`src/rtl/cyphertext_bank.sv`:
```
// -----------------------------------------------------------------------------
// cyphertext_bank
//
// Indexed store for finished ciphertext words. Each entry has a valid bit.
// Writes arrive one word per finish_i strobe at index pc_i. Every accepted
// write is also echoed on cyphertext_q for one-cycle observation.
// Reads return data, hit and valid one cycle after rd_req_i.
//
// Ports
//   clk_i, rst_ni      clock, asynchronous active-low reset
//   finish_i           write strobe (one word per high cycle)
//   pc_i               write index
//   cyphertext_i       write data
//   cyphertext_q       registered copy of the last accepted write data
//   echo_valid_o       pulse: cyphertext_q was loaded on the last edge
//   rd_req_i           read request
//   rd_addr_i          read index
//   rd_data_o          read data (0 when the entry is not valid)
//   rd_valid_o         pulse: rd_data_o / rd_hit_o belong to a request
//   rd_hit_o           addressed entry held valid data
//   flush_i            invalidate every entry
//   count_o            number of valid entries
//   full_o, empty_o    count_o == MEMORY_SIZE / count_o == 0 (registered)
//   overwrite_o        pulse: accepted write landed on an already valid entry
//   err_addr_o         pulse: write or read index was out of range
// -----------------------------------------------------------------------------
module cyphertext_bank #(
  parameter int TEXT_WIDTH    = 128,
  parameter int ADDR_WIDTH    = 4,
  parameter int MEMORY_SIZE   = 16,
  parameter int CLEAR_ON_READ = 0
) (
  input  logic                  clk_i,
  input  logic                  rst_ni,
  input  logic                  finish_i,
  input  logic [ADDR_WIDTH-1:0] pc_i,
  input  logic [TEXT_WIDTH-1:0] cyphertext_i,
  output logic [TEXT_WIDTH-1:0] cyphertext_q,
  output logic                  echo_valid_o,
  input  logic                  rd_req_i,
  input  logic [ADDR_WIDTH-1:0] rd_addr_i,
  output logic [TEXT_WIDTH-1:0] rd_data_o,
  output logic                  rd_valid_o,
  output logic                  rd_hit_o,
  input  logic                  flush_i,
  output logic [ADDR_WIDTH:0]   count_o,
  output logic                  full_o,
  output logic                  empty_o,
  output logic                  overwrite_o,
  output logic                  err_addr_o
);

  // Index width actually needed to address MEMORY_SIZE entries.
  localparam int IDX_W = $clog2(MEMORY_SIZE);
  localparam logic [ADDR_WIDTH:0] SIZE_W = (ADDR_WIDTH + 1)'(MEMORY_SIZE);
  localparam logic [ADDR_WIDTH:0] ONE_W  = (ADDR_WIDTH + 1)'(1);

  logic [TEXT_WIDTH-1:0]  mem [MEMORY_SIZE];
  logic [TEXT_WIDTH-1:0]  mem_rd_q;

  logic [MEMORY_SIZE-1:0] valid_q, valid_d;
  logic [ADDR_WIDTH:0]    count_q, count_d;
  logic                   full_q, empty_q;
  logic                   echo_valid_q, overwrite_q, err_addr_q;
  logic                   rd_valid_q, rd_hit_q, rd_bypass_q;

  logic [IDX_W-1:0]       wr_idx, rd_idx;
  logic                   wr_in_range, rd_in_range;
  logic                   wr_acc, rd_acc, bypass, rd_hit_d;
  logic                   wr_new, rd_clr;

  assign wr_idx      = pc_i[IDX_W-1:0];
  assign rd_idx      = rd_addr_i[IDX_W-1:0];
  assign wr_in_range = {1'b0, pc_i} < SIZE_W;
  assign rd_in_range = {1'b0, rd_addr_i} < SIZE_W;

  // A flush discards any write issued in the same cycle.
  assign wr_acc   = finish_i & wr_in_range & ~flush_i;
  assign rd_acc   = rd_req_i & rd_in_range;
  assign bypass   = wr_acc & rd_acc & (wr_idx == rd_idx);
  assign rd_hit_d = rd_acc & (bypass | valid_q[rd_idx]);
  assign wr_new   = wr_acc & ~valid_q[wr_idx];
  // Clear-on-read is applied after the write, so a same-cycle write+read of
  // one index leaves it invalid.
  assign rd_clr   = (CLEAR_ON_READ != 0) & rd_hit_d & ~flush_i;

  for (genvar gi = 0; gi < MEMORY_SIZE; gi++) begin : g_valid
    assign valid_d[gi] = ~flush_i
                       & ~(rd_clr & (rd_idx == IDX_W'(gi)))
                       & (valid_q[gi] | (wr_acc & (wr_idx == IDX_W'(gi))));
  end

  // A new entry and a cleared entry in one cycle cancel, so count_q never
  // leaves 0..MEMORY_SIZE.
  always_comb begin
    count_d = count_q;
    if (flush_i) begin
      count_d = '0;
    end else begin
      case ({wr_new, rd_clr})
        2'b10:   count_d = count_q + ONE_W;
        2'b01:   count_d = count_q - ONE_W;
        default: count_d = count_q;
      endcase
    end
  end

  // Data array: no reset so it maps onto block RAM with a registered read.
  always_ff @(posedge clk_i) begin
    if (wr_acc) begin
      mem[wr_idx] <= cyphertext_i;
    end
    mem_rd_q <= mem[rd_idx];
  end

  always_ff @(posedge clk_i or negedge rst_ni) begin
    if (!rst_ni) begin
      valid_q      <= '0;
      count_q      <= '0;
      full_q       <= 1'b0;
      empty_q      <= 1'b1;
      cyphertext_q <= '0;
      echo_valid_q <= 1'b0;
      overwrite_q  <= 1'b0;
      err_addr_q   <= 1'b0;
      rd_valid_q   <= 1'b0;
      rd_hit_q     <= 1'b0;
      rd_bypass_q  <= 1'b0;
    end else begin
      valid_q      <= valid_d;
      count_q      <= count_d;
      full_q       <= (count_d == SIZE_W);
      empty_q      <= (count_d == '0);
      if (wr_acc) begin
        cyphertext_q <= cyphertext_i;
      end
      echo_valid_q <= wr_acc;
      overwrite_q  <= wr_acc & valid_q[wr_idx];
      err_addr_q   <= (finish_i & ~wr_in_range) | (rd_req_i & ~rd_in_range);
      rd_valid_q   <= rd_req_i;
      rd_hit_q     <= rd_hit_d;
      rd_bypass_q  <= bypass;
    end
  end

  // On a bypassed read the write was accepted, so cyphertext_q already holds
  // exactly the word that the RAM read port could not yet see.
  assign rd_data_o    = rd_hit_q ? (rd_bypass_q ? cyphertext_q : mem_rd_q) : '0;
  assign rd_valid_o   = rd_valid_q;
  assign rd_hit_o     = rd_hit_q;
  assign echo_valid_o = echo_valid_q;
  assign count_o      = count_q;
  assign full_o       = full_q;
  assign empty_o      = empty_q;
  assign overwrite_o  = overwrite_q;
  assign err_addr_o   = err_addr_q;

endmodule

```
`config.mk`:
```
export PLATFORM = sky130hd
export DESIGN_NAME = cyphertext_bank
export DESIGN_NICKNAME = d
export VERILOG_FILES = /design/src/rtl/cyphertext_bank.sv
export SDC_FILE = /design/constraint.sdc
export NUM_CORES = 2
export LEC_CHECK = 0
export CORE_MARGIN = 8
export CORE_UTILIZATION = 32
export DETAILED_ROUTE_END_ITERATION = 12
export GPL_ROUTABILITY_DRIVEN = 0
export PLACE_DENSITY = 0.59
export RECOVER_POWER = 100
export SLEW_MARGIN = 10
export SYNTH_ARGS = -nofsm -noshare
export SYNTH_HDL_FRONTEND = slang
export SYNTH_SLANG_ARGS = --single-unit
```
`constraint.sdc`:
```
create_clock -name clk_i -period 2.65 [get_ports clk_i]
set_clock_uncertainty 0.1 [all_clocks]
set_input_delay 0.53 -clock clk_i [delete_from_list [all_inputs] [get_ports clk_i]]
set_output_delay 0.53 -clock clk_i [all_outputs]
set_load 0.01 [all_outputs]
```
---- Yosys cells after proc, flatten, opt, wreduce, memory -nomap -nowiden ----
Memories as Yosys holds them, arrays and structs flattened. A register that Yosys moved wholly into a read port is not among the register bits.
Index checks and enable logic that the tools add are counted.
Widths: inputs -> output; s select.
cells by class
  equal/unequal tests ..................... 17
  reduce and logical (&&, ||, !) cells .... 2
  bitwise logic cells ..................... 57
  add/sub/neg operators ................... 1
  magnitude comparators ................... 2
  multiplexer cells ....................... 10
operators with widths
  operator             number
  $mux 128             2
  $and 1x1->1          38
  $eq 4x4->1 const B   8
  $or 1x1->1           17
  $eq 4x3->1 const B   4
  $lt 4x5->1 const B   2
  $mux 5               2
  $bmux 1 s4           2
  $eq 4x2->1 const B   2
  $add 5x1->5 const B  1
  $eq 5x5->1 const B   1
  $logic_not 5->1      1
  $eq 4x1->1 const B   1
  $eq 4x4->1           1
  $logic_not 4->1      1
  $mux 1               4
  $not 1->1            2
storage, ports and cells
  bits of input ports ..................... 141
  memory bits (writable) .................. 2048
  register bits after elaboration ......... 156
  memories ................................ 1
memories
  name  words  width  read ports  clocked after Yosys merged registers in  write ports  RTL line  text
  mem   16     128    1           1                                        1            58        logic [TEXT_WIDTH-1:0] mem [MEMORY_SIZE];

---- Logic depth before layout (Yosys ltp) ----
  depth in word-level cells ............... 7
  depth in mapped cells ................... 8
  gate-level depth less buffers ........... 7

---- Worst setup path before layout ----
OpenSTA, ideal clock, no wires.
  path kind ............................... input to register
  start point ............................. in pc_i[0]
  end point ............................... mem mem[0][0] (enable)
  cell stages on the path ................. 3
  arrival time ............................ 9839 ps
  library setup time ...................... 775 ps
  slack ................................... -8063 ps
  path buffers ............................ 1
  path through ............................ clkbuf_1 -> or3_1 -> nor3_1
RTL lines
  what             RTL line  text
  start, declared  36        input logic [ADDR_WIDTH-1:0] pc_i,
  end, declared    58
No word-level cell before the write port.

---- Worst setup path in the final report ----
  start point ............................. reg rd_bypass_q
  end point ............................... out rd_data_o[39]
between the ends
  word-level cells in the longest chain between the ends .. 2
ends and longest elaborated chain
  what                    RTL line  text
  start, declared         65        logic rd_valid_q, rd_hit_q, rd_bypass_q;
  start signal, assigned  142       rd_bypass_q <= bypass;
  $mux 128 (2 in series)  148       assign rd_data_o = rd_hit_q ? (rd_bypass_q ? cyphertext_q : mem_rd_q) : '0;
  end, declared           42        output logic [TEXT_WIDTH-1:0] rd_data_o,
No other way between the ends.

==> key figures <==
Placed design
  • Dpl hpwl: 145000 µm
  • Port-buffer cells: 407
  • Inst Count DP: 8196
  • Placement Setup Slack: -0.759 ns

Route
  • Via density: 4.90
  • Detailed-route wire length: 226000 µm
  • Vias after detailed routing: 42500
  • Routed len/inst: 26.0 µm
  • # DRC: 0
  • Drt pass-1 iters: 5
  • Drt initial violations: 3682
  • ANT nets after route: 0

Clock network
  • CTS tree: yes
  • CTS Buf Count: 237
  • CTS Buffer Depth: 3
  • Clk slew on worst S/H paths: 0.06 ns
  • CTS Root Cell: clkbuf_16
  • Worst skew pair latency: 0.91 ns
  • Clock Sinks: 2332
  • H-tree depth: 4

Power and ir drop
  • Pint: 63.2 mW
  • VDD IR max: 0.640 mV
  • Clock share of power: 43.1%
  • PD cells: 753 nW/µm²
  • Logic pwr share: 5.8%
  • Total Power: 80.7 mW
  • Net Switching: 17.5 mW
  • Static leakage: 35.9 nW
  • Seq pwr share: 51.1%
  • Sw Share: 21.6%

Finish
  • Area grow syn2layout: 22.5%
  • Final Util: 39.3%
  • Final cell count without fillers: 8683
  • Ratio of cells with drive above 1 in the final layout: 30.3%
  • FILL cells: 24300
  • Layout Nets: 5016

Setup path
  • Crit start category: flop
  • Crit. End Element: output pin
  • Crit Path Class: flop to output pin
  • Arrival @ worst endpoint: 2.33 ns
  • CP required: 2.02 ns
  • CP max FO: 7

Timing
  • Slew margin rel.: -18.2%
  • Max Clk Rate: 338 MHz
  • Setup TNS: -40.48 ns
  • Final hold vios: 0
  • RSZ-0062 raised after global routing: true
  • Count of pins over their slew limit: 31
  • PnR worst setup slack: -0.311 ns
  • # setup viols final: 383
  • Worst Tran Pin Value: 1.77 ns
  • Crit path time final: 2.96 ns
  • Tcrit/Tclk final: 112%

Floorplanning
  • Area of the core: 273000 µm²
  • Row Count: 192
  • Die span in y: 539 µm
  • Die width: 539 µm
  • Starting density of the core: 32.1%
  • Die area: 291000 µm²
  • I/O pin cnt: 409

Global routing
  • Largest net degree at the start of global routing: 98
  • Tot GR Track Use: 15.1%
  • First-pass GRT wire length: 326000 µm
  • Vias in the first global route: 45000
  • Initial antenna violation count: 25
  • Remaining Overflow, GRT: 0

Logic synthesis
  • Sequential area share after synthesis: 77.6%
  • Number of synthesized register bits: 2332
  • Post-synthesis cell count: 3960
  • Post-synthesis cell type count: 37
  • Ys Warns: 0
  • Mapped cell area: 87600 µm²
  • Syn Area/Cell: 22.1 µm²
  • Syn nets: 4102

Min path
  • Hold/Removal Path Class: primary input to flop

Run
  • Max-cap viol count: 1

Status
  • Status: finished, violations left
  • Failing checks: max-capacitance violations, max-slew violations, negative setup slack
## synthesized netlist by cell type, drive strengths merged
cell | count | area [µm²]
xor2 | 5 | 43.8
o21ai | 1 | 5.00
inv | 2 | 7.51
a211oi | 11 | 82.6
o41ai | 1 | 16.3
nor3 | 6 | 30.0
xnor2 | 2 | 17.5
or3 | 1 | 6.26
dfrtp | 155 | 3880
mux2i | 142 | 1420
mux2 | 9 | 113
edfxtp | 2048 | 61500
dfxtp | 128 | 2560
nor2b | 140 | 876
nand3 | 3 | 15.0
clkbuf | 154 | 578
conb | 1 | 3.75
and2 | 3 | 18.8
dfstp | 1 | 26.3
o21a | 8 | 60.1
nand2b | 2 | 12.5
ha | 1 | 12.5
and3 | 1 | 6.26
mux4 | 636 | 14300
or2 | 1 | 6.26
nand2 | 386 | 1450
nor4 | 2 | 12.5
nand3b | 2 | 15.0
nor2 | 36 | 135
clkinv | 1 | 3.75
nand4 | 1 | 6.26
a21oi | 11 | 55.1
buf | 59 | 251
## routing by layer
metal | global-route usage [%] | share of wire, % | vias up | wire length, µm
met5 | 0 | 0.018 | - | 40
met4 | 4.26 | 2.6 | 6 | 5910
met3 | 2.78 | 6.1 | 320 | 13900
met2 | 25.4 | 50 | 1436 | 112000
met1 | 20.1 | 42 | 22700 | 93900
li1 | - | - | 18100 | -
## stage by stage
step           hold WS, ns  instance area, µm²
6_report             0.158              107000
5_1_grt              0.111              107000
4_1_cts             0.0808              110000
3_5_place_dp         0.392              101000
3_3_place_gp         0.385              101000
2_1_floorplan        0.134               87700
## cell families (layout without fill, tap and decap cells)
logic type	after synthesis	count (layout)	share of synthesized area, %
AO/OA/AOI/OAI	32	32	0.250
buffers and inverters	216	1343	0.960
adder cells (fa/ha/maj)	1	1	0.0143
other	1	8	0.00428
flip-flops	2332	2332	77.6
AND/OR/NAND/NOR	584	584	2.96
multiplexers	787	787	18.1
XOR/XNOR	7	7	0.0700
## power by group through the flow
stage	Clock [mW]	Combinational (mW)	Sequential (mW)
final	34.8	4.69	41.3
after global routing	36.9	5.04	41.3
after global placement	0	5.04	42.0
after CTS	35.6	5.12	41.3
after detailed placement	0	5.09	42.0
after floorplan	0	2.18	42.0
## cell type report
type / count / area, µm² / area share, %
clock buffers: 293 / 6320 / 5.89
inverters: 3 / 13.8 / 0.0128
clock inverters: 159 / 1980 / 1.84
well taps: 3589 / 4490 / 4.19
flip-flops and latches: 2332 / 68000 / 63.4
multi-input cells: 1412 / 18800 / 17.5
repair buffers: 888 / 7680 / 7.16
diodes: 7 / 17.5 / 0.0163
## sequential cells by signal (all words and copies together), names as in the netlist, 5 cells and up
name,count
count_o,5
valid_q,16
cyphertext_q,128
mem_rd_q,128
mem,2048
## worst max-delay path, cell delays in order (launching register included)
cell and delay, ns:
dfrtp_4 0.54, buf_16 0.21, buf_12 0.17, buf_16 0.14, mux2i_1 0.11, nor2b_1 0.16, buf_2 0.16
## worst paths after layout
kind	to	start	slack, ns	cells after the start
max reg2reg	full_o$_DFF_PN0_	valid_q[6]$_DFF_PN0_	0.04	6
min reg2reg	cyphertext_q[118]$_DFFE_PN0P_	cyphertext_q[118]$_DFFE_PN0P_	0.40	2
min in group asynchronous	cyphertext_q[38]$_DFFE_PN0P_	rst_ni	0.92	3
max	rd_data_o[39]	rd_bypass_q$_DFF_PN0_	-0.31	6
max in group asynchronous	cyphertext_q[103]$_DFFE_PN0P_	rst_ni	0.01	4
min	mem_rd_q[113]$_DFF_P_	rd_addr_i[2]	0.16	3
## cell usage in the layout (no fill, tap or decap), types with 58 or more instances in the layout
cell type / count
nor2b_1: 139
mux2i_1: 137
mux4_2: 636
dfxtp_1: 128
buf_4: 130
edfxtp_1: 2048
dfrtp_1: 153
buf_2: 131
dlygate4sd3_1: 213
clkdlybuf4s50_1: 58
clkbuf_16: 241
clkbuf_2: 78
nand2_1: 386
buf_12: 61
clkbuf_1: 141
## what timing repair did
item | 4_1_cts | 5_1_grt
hold endpoints to repair | 155 | 0
buffers inserted | 12 | 5
gates resized for setup | 470 | 111
gates cloned | 9 | 3
hold buffers | 3 | 0
endpoints found under the setup margin | 133 | 128
(Power assumes the default switching activity.)
